===== config.mk =====
export PLATFORM = sky130hd
export DESIGN_NAME = pipe_ctrl
export DESIGN_NICKNAME = d
export VERILOG_FILES = /design/src/rtl/core_pkg.sv /design/src/rtl/ctrl_load_use_cmp.sv /design/src/rtl/pipe_ctrl.sv
export SDC_FILE = /design/constraint.sdc
export NUM_CORES = 1
export LEC_CHECK = 0
export CAP_MARGIN = 20
export CORE_MARGIN = 2
export CORE_UTILIZATION = 34
export DETAILED_ROUTE_END_ITERATION = 7
export HOLD_SLACK_MARGIN = 0.03
export PLACE_DENSITY = 0.82
export SYNTH_ARGS = -nofsm -noshare
export SYNTH_HDL_FRONTEND = slang
export SYNTH_SLANG_ARGS = --single-unit

===== constraint.sdc =====
create_clock -name clk -period 1.5 [get_ports clk]
set_input_delay 0.225 -clock clk [delete_from_list [all_inputs] [get_ports clk]]
set_output_delay 0.225 -clock clk [all_outputs]
set_load 0.05 [all_outputs]

===== src/rtl/core_pkg.sv =====
// Shared definitions for the core pipeline control logic.
//   REG_ID_W    : register specifier width (16 architectural registers)
//   pipe_state_e: pipeline sequencer state encoding
//   pipe_ctrl_t : bundle of pipeline-register enables and NOP-insertion controls
package core_pkg;

    localparam int REG_ID_W = 4;

    typedef enum logic [1:0] {
        RUN    = 2'd0,
        DRAIN  = 2'd1,
        HALTED = 2'd2
    } pipe_state_e;

    typedef struct packed {
        logic pc_write;
        logic if_id_write;
        logic if_id_flush;
        logic id_ex_bubble;
        logic pipe_freeze;
    } pipe_ctrl_t;

    localparam pipe_ctrl_t CTRL_FLOW   = 5'b11000;
    localparam pipe_ctrl_t CTRL_FREEZE = 5'b00001;
    localparam pipe_ctrl_t CTRL_STALL  = 5'b00010;
    localparam pipe_ctrl_t CTRL_FLUSH  = 5'b11110;
    localparam pipe_ctrl_t CTRL_HOLD   = 5'b00000;

endpackage


===== src/rtl/ctrl_load_use_cmp.sv =====
// Load-use hazard comparator.
// Flags the case where the instruction in EX is a load whose destination
// matches a source register actually read by the instruction in ID.
// Ports:
//   rs, rt           : ID-stage source register specifiers
//   uses_rs, uses_rt : ID instruction reads rs / rt
//   ex_rt            : destination of the EX-stage instruction
//   ex_mem_read      : EX-stage instruction is a load
//   luse             : load-use hazard present
module ctrl_load_use_cmp
    import core_pkg::*;
(
    input  logic [REG_ID_W-1:0] rs,
    input  logic [REG_ID_W-1:0] rt,
    input  logic                uses_rs,
    input  logic                uses_rt,
    input  logic [REG_ID_W-1:0] ex_rt,
    input  logic                ex_mem_read,
    output logic                luse
);

    assign luse = ex_mem_read & ((uses_rs & (ex_rt == rs)) | (uses_rt & (ex_rt == rt)));

endmodule


===== src/rtl/pipe_ctrl.sv =====
// Central pipeline sequencer for the 5-stage core.
// Merges load-use stalls, taken-branch flushes, data-memory wait freezes and
// HLT draining into one prioritised set of pipeline-register controls, and
// owns the halted / memory-timeout status.
//
// Ports:
//   clk, rst_n          : core clock, asynchronous active-low reset
//   if_id_*             : ID-stage source specifiers and use flags
//   id_ex_rt/mem_read   : EX-stage destination and load flag
//   ex_branch_taken     : EX resolved a taken branch/jump
//   id_halt             : ID holds HLT
//   mem_req, mem_ready  : MEM-stage data memory handshake
//   pc_write .. pipe_freeze : pipeline register controls
//   halted, mem_err     : status (mem_err sticky until reset)
//   stall_cycles        : stall/freeze cycle counter
//
// Build option: PIPE_CTRL_PERF_EN enables the saturating stall counter;
// otherwise stall_cycles is tied to zero.
//
// state  | meaning
// RUN    | normal flow, hazards resolved per cycle
// DRAIN  | HLT passed ID; older instructions retiring, front end held
// HALTED | core stopped (drain complete or memory timeout); reset only exit
module pipe_ctrl
    import core_pkg::*;
#(
    parameter int DRAIN_CYCLES = 3,
    parameter int MEM_TIMEOUT  = 15,
    parameter int CNT_W        = 16
) (
    input  logic                clk,
    input  logic                rst_n,
    input  logic [REG_ID_W-1:0] if_id_rs,
    input  logic [REG_ID_W-1:0] if_id_rt,
    input  logic                if_id_uses_rs,
    input  logic                if_id_uses_rt,
    input  logic [REG_ID_W-1:0] id_ex_rt,
    input  logic                id_ex_mem_read,
    input  logic                ex_branch_taken,
    input  logic                id_halt,
    input  logic                mem_req,
    input  logic                mem_ready,
    output logic                pc_write,
    output logic                if_id_write,
    output logic                if_id_flush,
    output logic                id_ex_bubble,
    output logic                pipe_freeze,
    output logic                halted,
    output logic                mem_err,
    output logic [CNT_W-1:0]    stall_cycles
);

    localparam int DRAIN_W = (DRAIN_CYCLES > 1) ? $clog2(DRAIN_CYCLES) : 1;
    localparam int WAIT_W  = (MEM_TIMEOUT > 1) ? $clog2(MEM_TIMEOUT) : 1;

    pipe_state_e        state, state_nxt;
    logic [DRAIN_W-1:0] drain_cnt, drain_nxt;
    logic [WAIT_W-1:0]  wait_cnt, wait_nxt;
    logic               err_nxt;
    pipe_ctrl_t         ctrl;
    logic               luse;
    logic               mwait;

    ctrl_load_use_cmp u_luse (
        .rs          (if_id_rs),
        .rt          (if_id_rt),
        .uses_rs     (if_id_uses_rs),
        .uses_rt     (if_id_uses_rt),
        .ex_rt       (id_ex_rt),
        .ex_mem_read (id_ex_mem_read),
        .luse        (luse)
    );

    assign mwait = mem_req & ~mem_ready;

    always_ff @(posedge clk or negedge rst_n) begin
        if (!rst_n) begin
            state     <= RUN;
            drain_cnt <= '0;
            wait_cnt  <= '0;
            mem_err   <= 1'b0;
        end else begin
            state     <= state_nxt;
            drain_cnt <= drain_nxt;
            wait_cnt  <= wait_nxt;
            mem_err   <= err_nxt;
        end
    end

    always_comb begin
        ctrl      = CTRL_FLOW;
        state_nxt = state;
        drain_nxt = drain_cnt;
        wait_nxt  = '0;
        err_nxt   = mem_err;
        case (state)
            RUN, DRAIN: begin
                if (mwait) begin
                    // Memory wait overrides everything; DRAIN progress holds.
                    ctrl     = CTRL_FREEZE;
                    wait_nxt = wait_cnt + WAIT_W'(1);
                    if (wait_cnt == WAIT_W'(MEM_TIMEOUT - 1)) begin
                        err_nxt   = 1'b1;
                        state_nxt = HALTED;
                    end
                end else if (state == DRAIN) begin
                    ctrl = CTRL_STALL;
                    if (drain_cnt == DRAIN_W'(DRAIN_CYCLES - 1)) begin
                        state_nxt = HALTED;
                    end else begin
                        drain_nxt = drain_cnt + DRAIN_W'(1);
                    end
                end else if (ex_branch_taken) begin
                    // ID instruction is squashed, so its hazards and HLT are moot.
                    ctrl = CTRL_FLUSH;
                end else if (luse) begin
                    ctrl = CTRL_STALL;
                end else if (id_halt) begin
                    // HLT itself advances into EX; the front end stops here.
                    ctrl      = CTRL_HOLD;
                    state_nxt = DRAIN;
                    drain_nxt = '0;
                end
            end
            default: begin
                ctrl     = CTRL_FREEZE;
                wait_nxt = wait_cnt;
            end
        endcase
    end

    assign pc_write     = ctrl.pc_write;
    assign if_id_write  = ctrl.if_id_write;
    assign if_id_flush  = ctrl.if_id_flush;
    assign id_ex_bubble = ctrl.id_ex_bubble;
    assign pipe_freeze  = ctrl.pipe_freeze;
    assign halted       = (state == HALTED);

`ifdef PIPE_CTRL_PERF_EN
    logic [CNT_W-1:0] stall_q;

    always_ff @(posedge clk or negedge rst_n) begin
        if (!rst_n) begin
            stall_q <= '0;
        end else if ((state != HALTED) && !ctrl.pc_write && (stall_q != '1)) begin
            stall_q <= stall_q + CNT_W'(1);
        end
    end

    assign stall_cycles = stall_q;
`else
    assign stall_cycles = '0;
`endif

endmodule


## Word-level counts from Yosys, hierarchy flattened

Cells that the tools add are included.

- Equality and inequality tests: 13
- Add/sub/neg operators: 2
- Mux-type cells: 19
- Bitwise logic cells: 7
- Reductions and logical operators: 7

Operators with widths:

| cell | count |
|---|---|
| $mux W5 | 6 |
| $mux W2 | 12 |
| $reduce_and A6 Y1 | 2 |
| $eq A4 B4 Y1 | 2 |
| $ne A2 B1 Y1 const B | 3 |
| $ne A3 B1 Y1 const B | 2 |
| $add A4 B1 Y4 const B | 1 |
| $and A1 B1 Y1 | 4 |
| $eq A2 B2 Y1 const B | 2 |
| $eq A4 B4 Y1 const B | 1 |
| $mux W4 | 1 |
| $ne A3 B2 Y1 const B | 1 |
| $reduce_and A3 Y1 | 1 |
| $reduce_bool A3 Y1 | 1 |
| $add A2 B1 Y2 const B | 1 |
| $eq A2 B1 Y1 const B | 1 |
| $logic_not A2 Y1 | 1 |
| $ne A2 B2 Y1 const B | 1 |
| $not A1 Y1 | 2 |
| $reduce_bool A2 Y1 | 1 |
| $reduce_or A2 Y1 | 1 |
| $or A1 B1 Y1 | 1 |

- Output and inout bits: 23
- Logic and storage cells: 52
- Register bits after elaboration: 9

## Depth between registers and ports, before layout

Gate-level depths: netlist of run 1.

- Word-level depth: 9
- Mapped depth: 7
- Depth with buffers taken out: 7

## By module

A second synthesis of run 1 with hierarchy kept.

- Cells, all modules: 86
- Area, all modules: 797.0 um^2

By module, submodules not included:

| module | seq. area each (um^2) | cells each | instances | area an instance (um^2) |
|---|---|---|---|---|
| pipe_ctrl | 225.2 | 74 | 1 | 694.4 |
| ctrl_load_use_cmp | 0.0 | 12 | 1 | 102.6 |

## Least setup slack after synthesis of run 1

Ideal clock, no wire load.

- Kind: register to output
- Start: register state[1]
- End: output port pc_write
- Data required time: 1.275 ns
- Arrival time: 2.151 ns
- Cell stages (with the launch flop): 5
- Path buffers: 2
- Setup slack: -0.876 ns
- Cells stage by stage: dfrtp_1 -> buf_4 -> or4_1 -> o21bai_1 -> buf_4

- Longest elaborated chain between the ends: 4

Ends and longest elaborated chain:

| what | line | source |
|---|---|---|
| start, declared | pipe_ctrl.sv:56 | `pipe_state_e state, state_nxt;` |
| start signal, assigned | pipe_ctrl.sv:83 | `state <= state_nxt;` |
| $eq A2 B1 Y1 | pipe_ctrl.sv:96, pipe_ctrl.sv:106 |  |
| $mux W5 | pipe_ctrl.sv:106 | `end else if (state == DRAIN) begin` |
| $mux W5 | pipe_ctrl.sv:98 | `if (mwait) begin` |
| $mux W5 * | pipe_ctrl.sv:96 | `case (state)` |
| end, declared | pipe_ctrl.sv:43 | `output logic pc_write,` |

Mark *: on every way between the ends. The rest lies on a longest branch, timed or not.

## Worst setup path in the final report of run 1

- Start: register state[1]
- End: output port if_id_write

- Longest elaborated chain between the ends: 4

Ends and longest elaborated chain:

| what | line | source |
|---|---|---|
| $eq A2 B1 Y1 | pipe_ctrl.sv:96, pipe_ctrl.sv:106 |  |
| $mux W5 | pipe_ctrl.sv:106 |  |
| $mux W5 | pipe_ctrl.sv:98 |  |
| $mux W5 * | pipe_ctrl.sv:96 |  |
| end, declared | pipe_ctrl.sv:44 | `output logic if_id_write,` |

Marks and branches as above.

==> results of run 1 <==
## cells by family (layout without fill, tap and decap cells)
family	after synthesis	count (layout)	share of synthesized area, %
flip-flops	9	9	28.7
XOR/XNOR	8	8	8.92
other	1	16	0.477
buffers and inverters	22	50	19.1
AO/OA/AOI/OAI	14	14	11.8
adder cells (fa/ha/maj)	3	3	4.78
multiplexers	4	4	5.25
AND/OR/NAND/NOR	28	28	21.0
## placed cells by master (no fill, tap or decap), types with 2 or more instances in the layout
| cell | netlist | final |
|---|---|---|
| buf_2 | 0 | 3 |
| dlygate4sd2_1 | 0 | 6 |
| xor2_1 | 6 | 6 |
| clkdlybuf4s15_1 | 0 | 6 |
| mux2i_1 | 3 | 3 |
| o21ai_1 | 3 | 3 |
| clkdlybuf4s50_1 | 0 | 3 |
| and2b_2 | 2 | 2 |
| nor2_1 | 5 | 5 |
| o21ai_0 | 2 | 2 |
| buf_6 | 0 | 7 |
| dfrtp_1 | 9 | 9 |
| ha_1 | 3 | 3 |
| buf_12 | 0 | 5 |
| clkbuf_4 | 0 | 3 |
| inv_1 | 4 | 4 |
| nor4_2 | 2 | 2 |
| nand2_1 | 6 | 6 |
| nor3_1 | 2 | 2 |
| buf_4 | 18 | 10 |
| conb_1 | 1 | 16 |
| nand3_1 | 3 | 2 |
| o31ai_1 | 2 | 2 |
## Yosys cell counts, drive strengths merged, types with 3 or more instances
library cell,instances
buf,18
dfrtp,9
ha,3
inv,4
mux2i,3
nand2,6
nand3,3
nor2,6
o21ai,5
xor2,6
## per-layer routing
| layer | wire length [um] | up-vias | track usage (%) |
|---|---|---|---|
| met1 | 637 | 325 | 14.1 |
| met2 | 869 | 34 | 27.6 |
| met3 | 175 | 2 | 3.16 |
| li1 | - | 354 | - |
| met4 | 19 | 0 | 3.95 |
| met5 | 0 | - | 0 |
## metrics by stage
stage	worst slack, ns	utilization (%)	hold slack, ns	instance area, um2
finish	-0.264	56.8	0.258	1240
global route	-0.309	56.8	0.280	1240
CTS	-0.285	55.5	0.271	1220
detailed placement	-0.473	52.4	0.464	1150
global placement	-0.459	52.4	0.443	1150
floorplan	-0.334	-	-0.0706	865
## sequential cells by signal (all words and copies together), names as in the netlist
signal,flops
drain_cnt,2
state,2
wait_cnt,4
mem_err,1
## how the worst max path moves through the flow
stage / startpoint / to / slack (ns) / depth (start not counted)
floorplan: state[1]$_DFFE_PN0P_ / pc_write / -0.33 / 4
global placement: id_ex_rt[0] / id_ex_bubble / -0.46 / 6
detailed placement: id_ex_rt[2] / id_ex_bubble / -0.47 / 7
CTS: state[1]$_DFFE_PN0P_ / if_id_write / -0.28 / 3
global route: state[1]$_DFFE_PN0P_ / if_id_write / -0.31 / 3
finish: state[1]$_DFFE_PN0P_ / if_id_write / -0.26 / 3
## timing repair
action                                  4_1_cts  5_1_grt
resized for setup                            40       10
hold endpoints to repair                      0        0
endpoints found under the setup margin        7        9
pin swaps                                    13        8
setup buffers                                 4        2
## worst register-to-register path, stage by stage, from the launching register on
cell,delay (ns)
dfrtp_1,0.38
inv_1,0.08
ha_1,0.19
and3_1,0.21
a22oi_2,0.20
nor3_1,0.07
a22o_1,0.17
## layout make-up
| cell class | instances | share of cell area (%) |
|---|---|---|
| Clock buffer | 3 | 1.81 |
| Clock inverter | 1 | 0.402 |
| Inverter | 4 | 1.21 |
| Multi-Input combinational cell | 73 | 41.2 |
| Sequential cell | 9 | 18.1 |
| Tap cell | 28 | 2.82 |
| Timing Repair Buffer | 42 | 34.4 |
## power by group
part           total (W)  internal [W]  switching (W)  leakage, nW
Clock           0.000183     0.0000983      0.0000850       0.0177
Sequential      0.000371      0.000314      0.0000575        0.110
Combinational    0.00116      0.000548       0.000611        0.506
Total            0.00171      0.000959       0.000753        0.634
==> impl_metrics.ini, run 1 <==
[outcome]
violations = setup timing
status = finished with violations

[floorplan]
fp.dieArea_um2 = 2710
die_w_um = 52.1
core_um2 = 2190
ios = 44
chipHeight_um = 52.1
std_cell_rows = 17
start_util_pct = 35.9

[power_and_ir_drop]
irDropWorstVdd_mv = 0.688
leakagePower_nw = 0.634
total_power_w = 0.00171
powerDensity_nw_per_um2 = 1380

[worst_setup_path]
r2r_cells = 6
cp_top_family = simple AND/OR/NAND/NOR gates
crit_arrival_ns = 1.54
slowest_delay_ns = 0.53
cp_cell_sequence = or4_4 > o21bai_4 > buf_12
path_buf_inv = 1
crit_path_end_kind = output pin
r2r_start = wait_cnt[0]$_DFFE_PN0N_
cp-start-kind = flop
crit_slowest_cell = or4_4
r2r-end = state[0]$_DFFE_PN0P_
rrSetupSlack_ns = 0.09
cp_max_fo = 2
required_ns = 1.27
critical_path_class = reg -> out

[synthesis]
synth_area_um2 = 786
postSynth.asyncResetShare_pct = 100
synth_edf_count = 0
syn_inst = 89
ys.warnings.count = 0
yosysSeqAreaShare_pct = 28.7
synthFlopType = dfrtp_1
ys_seq_elements = 9
synth_top_cell_by_area = dfrtp_1
ys_types = 32
synth_area_leaders = dfrtp_1 (29%), buf_4 (17%), xor2_1 (6.7%)
syn_area_per_cell_um2 = 8.83
synth_top_area_share_pct = 28.7

[sta]
rsz0062_at_grt = yes
min_period_over_period_pct = 118
final_max_slew_viol_count = 0
setup-tns-final_ns = -0.732
min_period_ns = 1.76
fin_ws_ns = -0.264
max_freq_mhz = 567
setup_viol = 4
finClkSkew_ns = 0.00506
finalHoldViolCount = 0

[clocking]
postCtsHoldBufs = 0
cts.sinks = 9
cts_tree = done
cts_buffer_depth = 2
insertion_delay_ns = 0.26
cts_root_buf = clkbuf_4
htreeDepth = 1
cts.clk_slew.worst_paths_ns = 0.06
numCtsBuffers = 3

[global_route]
overflow = 0
grt_pass1_vias = 719
antenna_found_initial = 0
grt_pass1_wl_um = 2840
grt_max_degree = 10
gr-usage-all-layers_pct = 13.9

[min_path]
hold_class = in -> async

[place]
gp_congestion = 0.726
dp.cells = 151
hpwlAfterDp_um = 1420
io_buffers = 27

[routing]
ant_nets = 0
drc = 0
wl_um = 1700
routedWlPerCell_um = 10.6
drt_iter0_drc = 5
firstDrtPassIters = 2
vias = 715
vias_per_cell = 4.47

[cells_and_area]
layoutNonFillerInstCount = 160
drive_above_1_share_pct = 33.3
nets = 157
nFillCells = 206
multi_input_area_um2 = 513
seq_area_um2 = 225
syn_to_final_growth_pct = 58.3
diodes = 0

[run]
maxCapViolCount = 0
No activity file was read; power rests on OpenSTA's default activity.
==> run 2, diff against run 1 <==
==> constraint.sdc (replaced) <==
create_clock -name clk -period 1.6 [get_ports clk]
set_input_delay 0.24 -clock clk [delete_from_list [all_inputs] [get_ports clk]]
set_output_delay 0.24 -clock clk [all_outputs]
set_load 0.05 [all_outputs]
==> impl_metrics.ini, run 2 (synthesis gave the netlist of run 1 again) <==
[outcome]
status = finished with violations
violations = setup timing

[sta]
finClkSkew_ns = 0.00603
min_period_ns = 1.76
fin_ws_ns = -0.165
setup_viol = 4
setup-tns-final_ns = -0.471
finalHoldViolCount = 0
min_period_over_period_pct = 110
rsz0062_at_grt = yes
max_freq_mhz = 567
final_max_slew_viol_count = 0

[clocking]
cts_buffer_depth = 2
cts.sinks = 9
htreeDepth = 1
cts_root_buf = clkbuf_4
insertion_delay_ns = 0.26
postCtsHoldBufs = 0
cts_tree = done
cts.clk_slew.worst_paths_ns = 0.06
numCtsBuffers = 3

[worst_setup_path]
cp_max_fo = 2
cp-start-kind = flop
crit_path_end_kind = output pin
required_ns = 1.36
r2r-end = drain_cnt[0]$_DFFE_PN0P_
crit_arrival_ns = 1.52
critical_path_class = reg -> out
r2r_cells = 7
rrSetupSlack_ns = 0.14
r2r_start = state[1]$_DFFE_PN0P_

[routing]
vias = 741
vias_per_cell = 4.55
ant_nets = 0
drc = 0
wl_um = 1990
firstDrtPassIters = 4
routedWlPerCell_um = 12.2
drt_iter0_drc = 4

[cells_and_area]
syn_to_final_growth_pct = 62.4
final_common_cell = conb_1
diodes = 0
top_regs = wait_cnt: 4 flops, drain_cnt: 2 flops, state: 2 flops
largest_reg_flops = 4
final_cell_mix = conb_1 (16), buf_4 (14), clkbuf_2 (11)
drive_above_1_share_pct = 43.7
postLayoutCoreUtil_pct = 58.3
top_register = wait_cnt
nets = 160
final_area_um2 = 1280

[power_and_ir_drop]
leakagePower_nw = 0.654
net-switching-power_w = 0.000733
irDropWorstVdd_mv = 0.713
power.clock.fraction_pct = 10.6
powerDensity_nw_per_um2 = 1280
p_int_w = 0.000903
seqPwrFrac_pct = 21.4
p_comb_share_pct = 68.0
swShare_pct = 44.8

[floorplan]
die_w_um = 52.1
std_cell_rows = 17
core_um2 = 2190
fp.dieArea_um2 = 2710
chipHeight_um = 52.1
start_util_pct = 35.9
ios = 44

[global_route]
antenna_found_initial = 0
grt_max_degree = 10
gr-usage-all-layers_pct = 15.5
grt_pass1_wl_um = 3010
grt_pass1_vias = 747
overflow = 0

[place]
io_buffers = 27
post-place-ws_ns = -0.409
place_area_um2 = 1140
hpwlAfterDp_um = 1470
gp_congestion = 0.742

[run]
maxCapViolCount = 0

[min_path]
hold_class = in -> async
## run 2: per-stage QoR
step	total power, W	hold WS (ns)	instances
floorplan	0.000989	-0.0556	104
global placement	0.00131	0.443	150
detailed placement	0.00134	0.457	150
CTS	0.00163	0.290	162
global route	0.00174	0.303	163
finish	0.00164	0.270	163
## run 2: cell type report
| cell class | instances | area, um2 |
|---|---|---|
| inverter | 4 | 15.0 |
| sequential | 9 | 225 |
| timing repair buffer | 45 | 407 |
| fill | 202 | 915 |
| multi-input combinational | 73 | 568 |
| tap | 28 | 35.0 |
| clock buffer | 4 | 26.3 |
## run 2: how the worst max path moves through the flow
stage	to	depth (start not counted)	start
after floorplan	pc_write	4	state[1]$_DFFE_PN0P_
after global placement	id_ex_bubble	6	id_ex_rt[0]
after detailed placement	id_ex_bubble	6	id_ex_rt[0]
after CTS	if_id_write	3	state[1]$_DFFE_PN0P_
after global routing	if_id_write	3	state[0]$_DFFE_PN0P_
final	if_id_write	3	state[0]$_DFFE_PN0P_
## run 2: power groups by stage
| stage | clock, W | sequential [W] | combinational [W] |
|---|---|---|---|
| CTS | 0.000177 | 0.000349 | 0.00111 |
| global route | 0.000189 | 0.000358 | 0.00119 |
| detailed placement | 0 | 0.000356 | 0.000982 |
| floorplan | 0 | 0.000354 | 0.000636 |
| finish | 0.000173 | 0.000350 | 0.00111 |
| global placement | 0 | 0.000352 | 0.000959 |
## run 2: timing repair
| item | in CTS | in global routing |
|---|---|---|
| hold endpoints to repair | 0 | 0 |
| pin swaps | 14 | 17 |
| gates cloned | 0 | 0 |
| setup buffers | 8 | 3 |
| setup endpoints to repair | 5 | 8 |
| gates resized for setup | 34 | 33 |
## run 2: routing by layer
metal	wire, um	up-vias	global-route usage [%]
met2	1110	34	30.6
met3	162	4	3.45
met1	676	346	13.9
met5	0	-	0
met4	41	0	9.21
li1	-	357	-
## run 2: worst max-delay path: stages, from the launching register on
cell      delay (ns)
dfrtp_1         0.39
or4_4           0.50
o21bai_4        0.22
buf_12          0.16
